`src/rtl/alu_op_sequencer.sv`:
```
// Command/response sequencer for a combinational ALU: registers the ALU bus, waits SETTLE_CYCLES, then captures.
// Optional golden-model self-check is enabled with `define ALU_SEQ_SELFCHECK_EN.
module alu_op_sequencer #(
    parameter int WIDTH         = 8,
    parameter int SETTLE_CYCLES = 1
) (
    input  logic             clk,
    input  logic             rst,
    input  logic             cmd_valid,
    output logic             cmd_ready,
    input  logic [3:0]       cmd_opcode,
    input  logic [WIDTH-1:0] cmd_a,
    input  logic [WIDTH-1:0] cmd_b,
    input  logic [4:0]       cmd_shift,
    output logic [3:0]       alu_opcode,
    output logic [WIDTH-1:0] alu_input1,
    output logic [WIDTH-1:0] alu_input2,
    output logic [4:0]       alu_shiftValue,
    input  logic [WIDTH-1:0] alu_result,
    input  logic [3:0]       alu_flags,
    output logic             rsp_valid,
    input  logic             rsp_ready,
    output logic [WIDTH-1:0] rsp_result,
    output logic [3:0]       rsp_flags,
    output logic [15:0]      op_count,
    output logic             mismatch
);

    typedef enum logic [1:0] {IDLE, SETTLE, RESP} state_t;

    localparam logic [3:0] SETTLE_INIT = 4'(SETTLE_CYCLES);

    state_t           state_reg, state_next;
    logic [3:0]       cnt_reg, cnt_next;
    logic [3:0]       alu_opcode_reg, alu_opcode_next;
    logic [WIDTH-1:0] alu_input1_reg, alu_input1_next;
    logic [WIDTH-1:0] alu_input2_reg, alu_input2_next;
    logic [4:0]       alu_shift_reg, alu_shift_next;
    logic             rsp_valid_reg, rsp_valid_next;
    logic [WIDTH-1:0] rsp_result_reg, rsp_result_next;
    logic [3:0]       rsp_flags_reg, rsp_flags_next;
    logic [15:0]      op_count_reg, op_count_next;
    logic             capture;
    logic             rsp_hs;

    assign capture = (state_reg == SETTLE) && (cnt_reg == 4'd1);
    assign rsp_hs  = rsp_valid_reg && rsp_ready;

    always_ff @(posedge clk) begin
        if (rst) begin
            state_reg      <= IDLE;
            cnt_reg        <= '0;
            alu_opcode_reg <= '0;
            alu_input1_reg <= '0;
            alu_input2_reg <= '0;
            alu_shift_reg  <= '0;
            rsp_valid_reg  <= 1'b0;
            rsp_result_reg <= '0;
            rsp_flags_reg  <= '0;
            op_count_reg   <= '0;
        end else begin
            state_reg      <= state_next;
            cnt_reg        <= cnt_next;
            alu_opcode_reg <= alu_opcode_next;
            alu_input1_reg <= alu_input1_next;
            alu_input2_reg <= alu_input2_next;
            alu_shift_reg  <= alu_shift_next;
            rsp_valid_reg  <= rsp_valid_next;
            rsp_result_reg <= rsp_result_next;
            rsp_flags_reg  <= rsp_flags_next;
            op_count_reg   <= op_count_next;
        end
    end

    always_comb begin
        state_next      = state_reg;
        cnt_next        = cnt_reg;
        alu_opcode_next = alu_opcode_reg;
        alu_input1_next = alu_input1_reg;
        alu_input2_next = alu_input2_reg;
        alu_shift_next  = alu_shift_reg;
        rsp_valid_next  = rsp_valid_reg;
        rsp_result_next = rsp_result_reg;
        rsp_flags_next  = rsp_flags_reg;
        op_count_next   = op_count_reg;
        case (state_reg)
            IDLE: begin
                if (cmd_valid) begin
                    alu_opcode_next = cmd_opcode;
                    alu_input1_next = cmd_a;
                    alu_input2_next = cmd_b;
                    alu_shift_next  = cmd_shift;
                    cnt_next        = SETTLE_INIT;
                    state_next      = SETTLE;
                end
            end
            SETTLE: begin
                if (capture) begin
                    rsp_result_next = alu_result;
                    rsp_flags_next  = alu_flags;
                    rsp_valid_next  = 1'b1;
                    state_next      = RESP;
                end else begin
                    cnt_next = cnt_reg - 4'd1;
                end
            end
            RESP: begin
                // alu_* stay untouched here so the ALU output remains valid while the response is stalled
                if (rsp_hs) begin
                    rsp_valid_next = 1'b0;
                    op_count_next  = op_count_reg + 16'd1;
                    state_next     = IDLE;
                end
            end
            default: state_next = IDLE;
        endcase
    end

    // Held low during reset so nothing upstream sees a handshake that the reset would discard
    assign cmd_ready      = (state_reg == IDLE) && !rst;
    assign alu_opcode     = alu_opcode_reg;
    assign alu_input1     = alu_input1_reg;
    assign alu_input2     = alu_input2_reg;
    assign alu_shiftValue = alu_shift_reg;
    assign rsp_valid      = rsp_valid_reg;
    assign rsp_result     = rsp_result_reg;
    assign rsp_flags      = rsp_flags_reg;
    assign op_count       = op_count_reg;

`ifdef ALU_SEQ_SELFCHECK_EN
    localparam int IW = $clog2(2 * WIDTH);

    logic [2*WIDTH-1:0] dbl;
    logic [IW-1:0]      amt;
    logic [WIDTH-1:0]   rol_res, ror_res;
    logic [WIDTH:0]     sum;
    logic [WIDTH-1:0]   exp_result;
    logic               exp_carry, exp_ovf;
    logic [3:0]         exp_flags;
    logic               mismatch_reg, mismatch_next;

    assign dbl = {alu_input1_reg, alu_input1_reg};
    assign amt = IW'(32'(alu_shift_reg) % WIDTH);
    assign sum = {1'b0, alu_input1_reg} + {1'b0, alu_input2_reg};

    // Rotates read the doubled operand so any amount in 0..WIDTH-1 is a plain bit pick
    genvar gi;
    generate
        for (gi = 0; gi < WIDTH; gi++) begin : g_rot
            assign rol_res[gi] = dbl[IW'(gi + WIDTH) - amt];
            assign ror_res[gi] = dbl[IW'(gi) + amt];
        end
    endgenerate

    always_comb begin
        exp_result = '0;
        exp_carry  = 1'b0;
        exp_ovf    = 1'b0;
        case (alu_opcode_reg)
            4'd0: exp_result = rol_res;
            4'd1: exp_result = ror_res;
            4'd2: exp_result = (alu_input1_reg > alu_input2_reg) ? alu_input1_reg : alu_input2_reg;
            4'd3: exp_result = (alu_input1_reg < alu_input2_reg) ? alu_input1_reg : alu_input2_reg;
            4'd4: begin
                exp_result = sum[WIDTH-1:0];
                exp_carry  = sum[WIDTH];
                exp_ovf    = (alu_input1_reg[WIDTH-1] == alu_input2_reg[WIDTH-1]) &&
                             (sum[WIDTH-1] != alu_input1_reg[WIDTH-1]);
            end
            4'd5: exp_result = {{(WIDTH-1){1'b0}}, alu_input1_reg == alu_input2_reg};
            4'd6: exp_result = {{(WIDTH-1){1'b0}}, alu_input1_reg != alu_input2_reg};
            4'd7: exp_result = alu_input1_reg & alu_input2_reg;
            default: exp_result = '0;
        endcase
        exp_flags = {exp_carry, exp_result == '0, exp_ovf, exp_result[WIDTH-1]};
    end

    always_comb begin
        mismatch_next = mismatch_reg;
        if (capture) begin
            mismatch_next = ({alu_result, alu_flags} != {exp_result, exp_flags});
        end else if (rsp_hs) begin
            mismatch_next = 1'b0;
        end
    end

    always_ff @(posedge clk) begin
        if (rst) begin
            mismatch_reg <= 1'b0;
        end else begin
            mismatch_reg <= mismatch_next;
        end
    end

    assign mismatch = mismatch_reg;
`else
    assign mismatch = 1'b0;
`endif

endmodule

```
`config.mk`:
```
export PLATFORM = sky130hd
export DESIGN_NAME = alu_op_sequencer
export DESIGN_NICKNAME = d
export VERILOG_FILES = /design/src/rtl/alu_op_sequencer.sv
export SDC_FILE = /design/constraint.sdc
export NUM_CORES = 1
export LEC_CHECK = 0
export CORE_UTILIZATION = 42
export DETAILED_ROUTE_END_ITERATION = 8
export PLACE_DENSITY = 0.89
export SLEW_MARGIN = 40
export SYNTH_ARGS = -nofsm -noshare
export SYNTH_HDL_FRONTEND = slang
export SYNTH_SLANG_ARGS = --single-unit
```
`constraint.sdc`:
```
create_clock -name clk -period 2 [get_ports clk]
set_input_delay 0.4 -clock clk [delete_from_list [all_inputs] [get_ports clk]]
set_output_delay 0.4 -clock clk [all_outputs]
set_load 0.005 [all_outputs]
```
==> flow_summary.ini <==
[status]
status = complete, no violations

[place]
hpwlAfterDp_mm = 4.092
placed_cell_area_um2 = 3374
place_ws_ps = -137.3
gp_congestion = 0.8317
io_buffers = 95

[detailed_routing]
via_per_inst = 5.006
firstDrtPassIters = 4
wirelength_mm = 5.910
wl_per_cell_um = 12.79
ant_nets = 0
drt_iter0_drc = 81
vias = 2313
drcViolationCount = 0

[global_routing]
grt-ovfl-total = 0
antenna_found_initial = 0
grt_usage_pct = 21.20
grt_max_degree = 61
grt_pass1_vias = 2286
grt_pass1_wl_mm = 9.873

[critical_path]
path_class = register to output pin
endpoint = cmd_ready
crit_chain = nor3_1 -> clkdlybuf4s50_1
cp_data_required_time_ps = 1600
r2r_cells = 4
worstPathMaxFanout = 7
cp_slowest_stage_delay_ps = 560
crit_path_start_kind = register
cp_data_arrival_time_ps = 1460
r2r-start = op_count[2]
r2r_end = op_count[13]
reg2reg_setup_slack_ps = 240
path_buf_inv = 1
critPathTopFamily = buffers and inverters
path_depth = 2
crit_start = state_reg[1]
cp_slowest_cell = clkdlybuf4s50_1
cp-end-kind = output pin

[clock_network]
cts_max_level = 3
ctsLongestPathBuffers = 2
postCtsSetupRepairBufs = 0
path_clk_slew_ps = 70
cts_tree = yes
clock_latency_ps = 330
cts.sinks = 60
cts_made_buffers = 9
hold_buffers = 0
cts_resized = 0
clock-root-buffer = clkbuf_8

[floorplan]
die_y_um = 76.40
start_util_pct = 44.66
num_rows = 26
die_area_um2 = 5837
io_pins = 97
coreArea_um2 = 5205
die_w_um = 76.40

[synth]
synth_top_area_cell = dfxtp_1
synth_area_um2 = 2325
syn_nets = 331
synth_edf_count = 0
yosysSeqAreaShare_pct = 51.67
synth_seq_cells = 60
netlist.area_leader.share_pct = 51.67
synth.avg_cell_area_um2 = 8.100
synth.area.top_cells = dfxtp_1, nand2_1, a21oi_1, xnor2_1, nor2_1
yosys_warnings = 0
synthFlopType = dfxtp_1
yosys-top-cells-count = nand2_1, dfxtp_1, a21oi_1
async_flop_share_pct = 0
synthCells = 287
yosysMostFrequentCell = nand2_1
synth_cell_type_count = 32

[pwr]
comb_power_share_pct = 17.0
internal_power_mw = 1.953
p_sw_share_pct = 25.87
vdd_ir_drop_max_mv = 0.5429
power_switching_uw = 681.7
pwr-share-seq_pct = 49.7
pwr-share-clk_pct = 33.3
p_leak_nw = 1.257
powerDensity_nw_per_um2 = 747.5

[sta]
rsz0062_at_grt = false
relSlewSlack_pct = 59.47
fin_ws_ps = 144.6
worstMarginPinSlew_ps = 607.9
period_minus_slack_ps = 1855
hold_viol_final = 0
fmax_ghz = 0.5390
final.setup_skew_ps = 10.87
setup_viol = 0
drv_slew = 0
period_share_pct = 92.77

[final_layout]
drive_gt1_share_pct = 7.143
largest_reg_flops = 16
final_area_um2 = 3525
area_growth_pct = 51.61
nNetsFinal = 432
antennaDiodeCount = 0

[hold_path]
hp-class = register to register
hp-start = alu_shiftValue[0]

[flow_run]
maxCapViolations = 0
==> cell type report <==
type,count,area (um^2)
Clock buffer,12,135.1
Clock inverter,3,15.01
Fill cell,412,1680
Inverter,4,15.01
Multi-Input combinational cell,207,1042
Sequential cell,60,1201
Tap cell,70,87.58
Timing Repair Buffer,106,1028
==> worst reg2reg max path: cells and delay by family, from the launching register on <==
kind             cells  cell delay (ps)
AO/OA/AOI/OAI        1              140
flip-flops           1              420
AND/OR/NAND/NOR      3             1140
==> metrics by stage <==
step | hold WS, ps | util [%] | power, mW | cells | TNS, ps
6_report | 452.4 | 67.72 | 2.635 | 462 | 0
3_5_place_dp | 447.0 | 64.83 | 1.783 | 447 | -566.2
5_1_grt | 472.2 | 67.72 | 2.770 | 462 | 0
2_1_floorplan | 452.7 | - | 1.528 | 287 | 0
4_1_cts | 455.3 | 67.72 | 2.659 | 462 | 0
3_3_place_gp | 440.7 | 64.83 | 1.768 | 447 | -410.8
==> layer usage <==
layer  vias up  share of wire [%]  global-route usage (%)
li1       1155                  -                       -
met1      1070                 41                   22.60
met2        80                 49                   36.13
met3         8                9.1                   8.263
met4         0                1.5                   10.96
met5         -                  0                       0
==> cells in the final DEF (no fill, tap or decap), types with 3 or more instances in the layout <==
cell | netlist | routed
nand4b_1 | 3 | 3
or3_1 | 4 | 4
dfxtp_1 | 60 | 60
nand3_1 | 6 | 6
ha_1 | 3 | 3
clkinv_2 | 0 | 3
clkdlybuf4s50_1 | 0 | 94
buf_4 | 1 | 11
nor2_1 | 13 | 13
nor3_1 | 9 | 9
o21ai_0 | 5 | 5
a21oi_1 | 46 | 46
xnor2_1 | 7 | 7
xor2_1 | 5 | 5
clkbuf_1 | 12 | 3
inv_1 | 4 | 4
nand2_1 | 87 | 87
clkbuf_8 | 0 | 9
==> logic make-up (layout without fill, tap and decap cells) <==
group                    after synthesis  in the layout  synth area share (%)
AO/OA/AOI/OAI                         54             54                 12.06
buffers and inverters                 20            125                 3.498
adder cells (fa/ha/maj)                3              3                 1.615
flip-flops                            60             60                 51.67
XOR/XNOR                              12             12                 4.521
other                                  1              1                0.1613
AND/OR/NAND/NOR                      137            137                 26.48
==> power groups by stage <==
stage               clock, mW  sequential [mW]  combinational [mW]
detailed placement          0             1.34               0.447
finish                  0.876             1.31               0.448
CTS                     0.897             1.31               0.452
global placement            0             1.33               0.437
global route            0.958             1.32               0.493
floorplan                   0             1.34               0.193
==> worst min path at each step <==
stage                        end  slack (ps)  cells past startpoint
6_report       alu_shiftValue[0]         450                      2
5_1_grt            rsp_result[3]         470                      2
4_1_cts            alu_input1[1]         460                      2
3_5_place_dp       alu_opcode[0]         450                      2
3_3_place_gp       alu_input2[4]         440                      2
2_1_floorplan      alu_input1[0]         450                      2
Note: power is estimated with default switching activity, not from simulation.
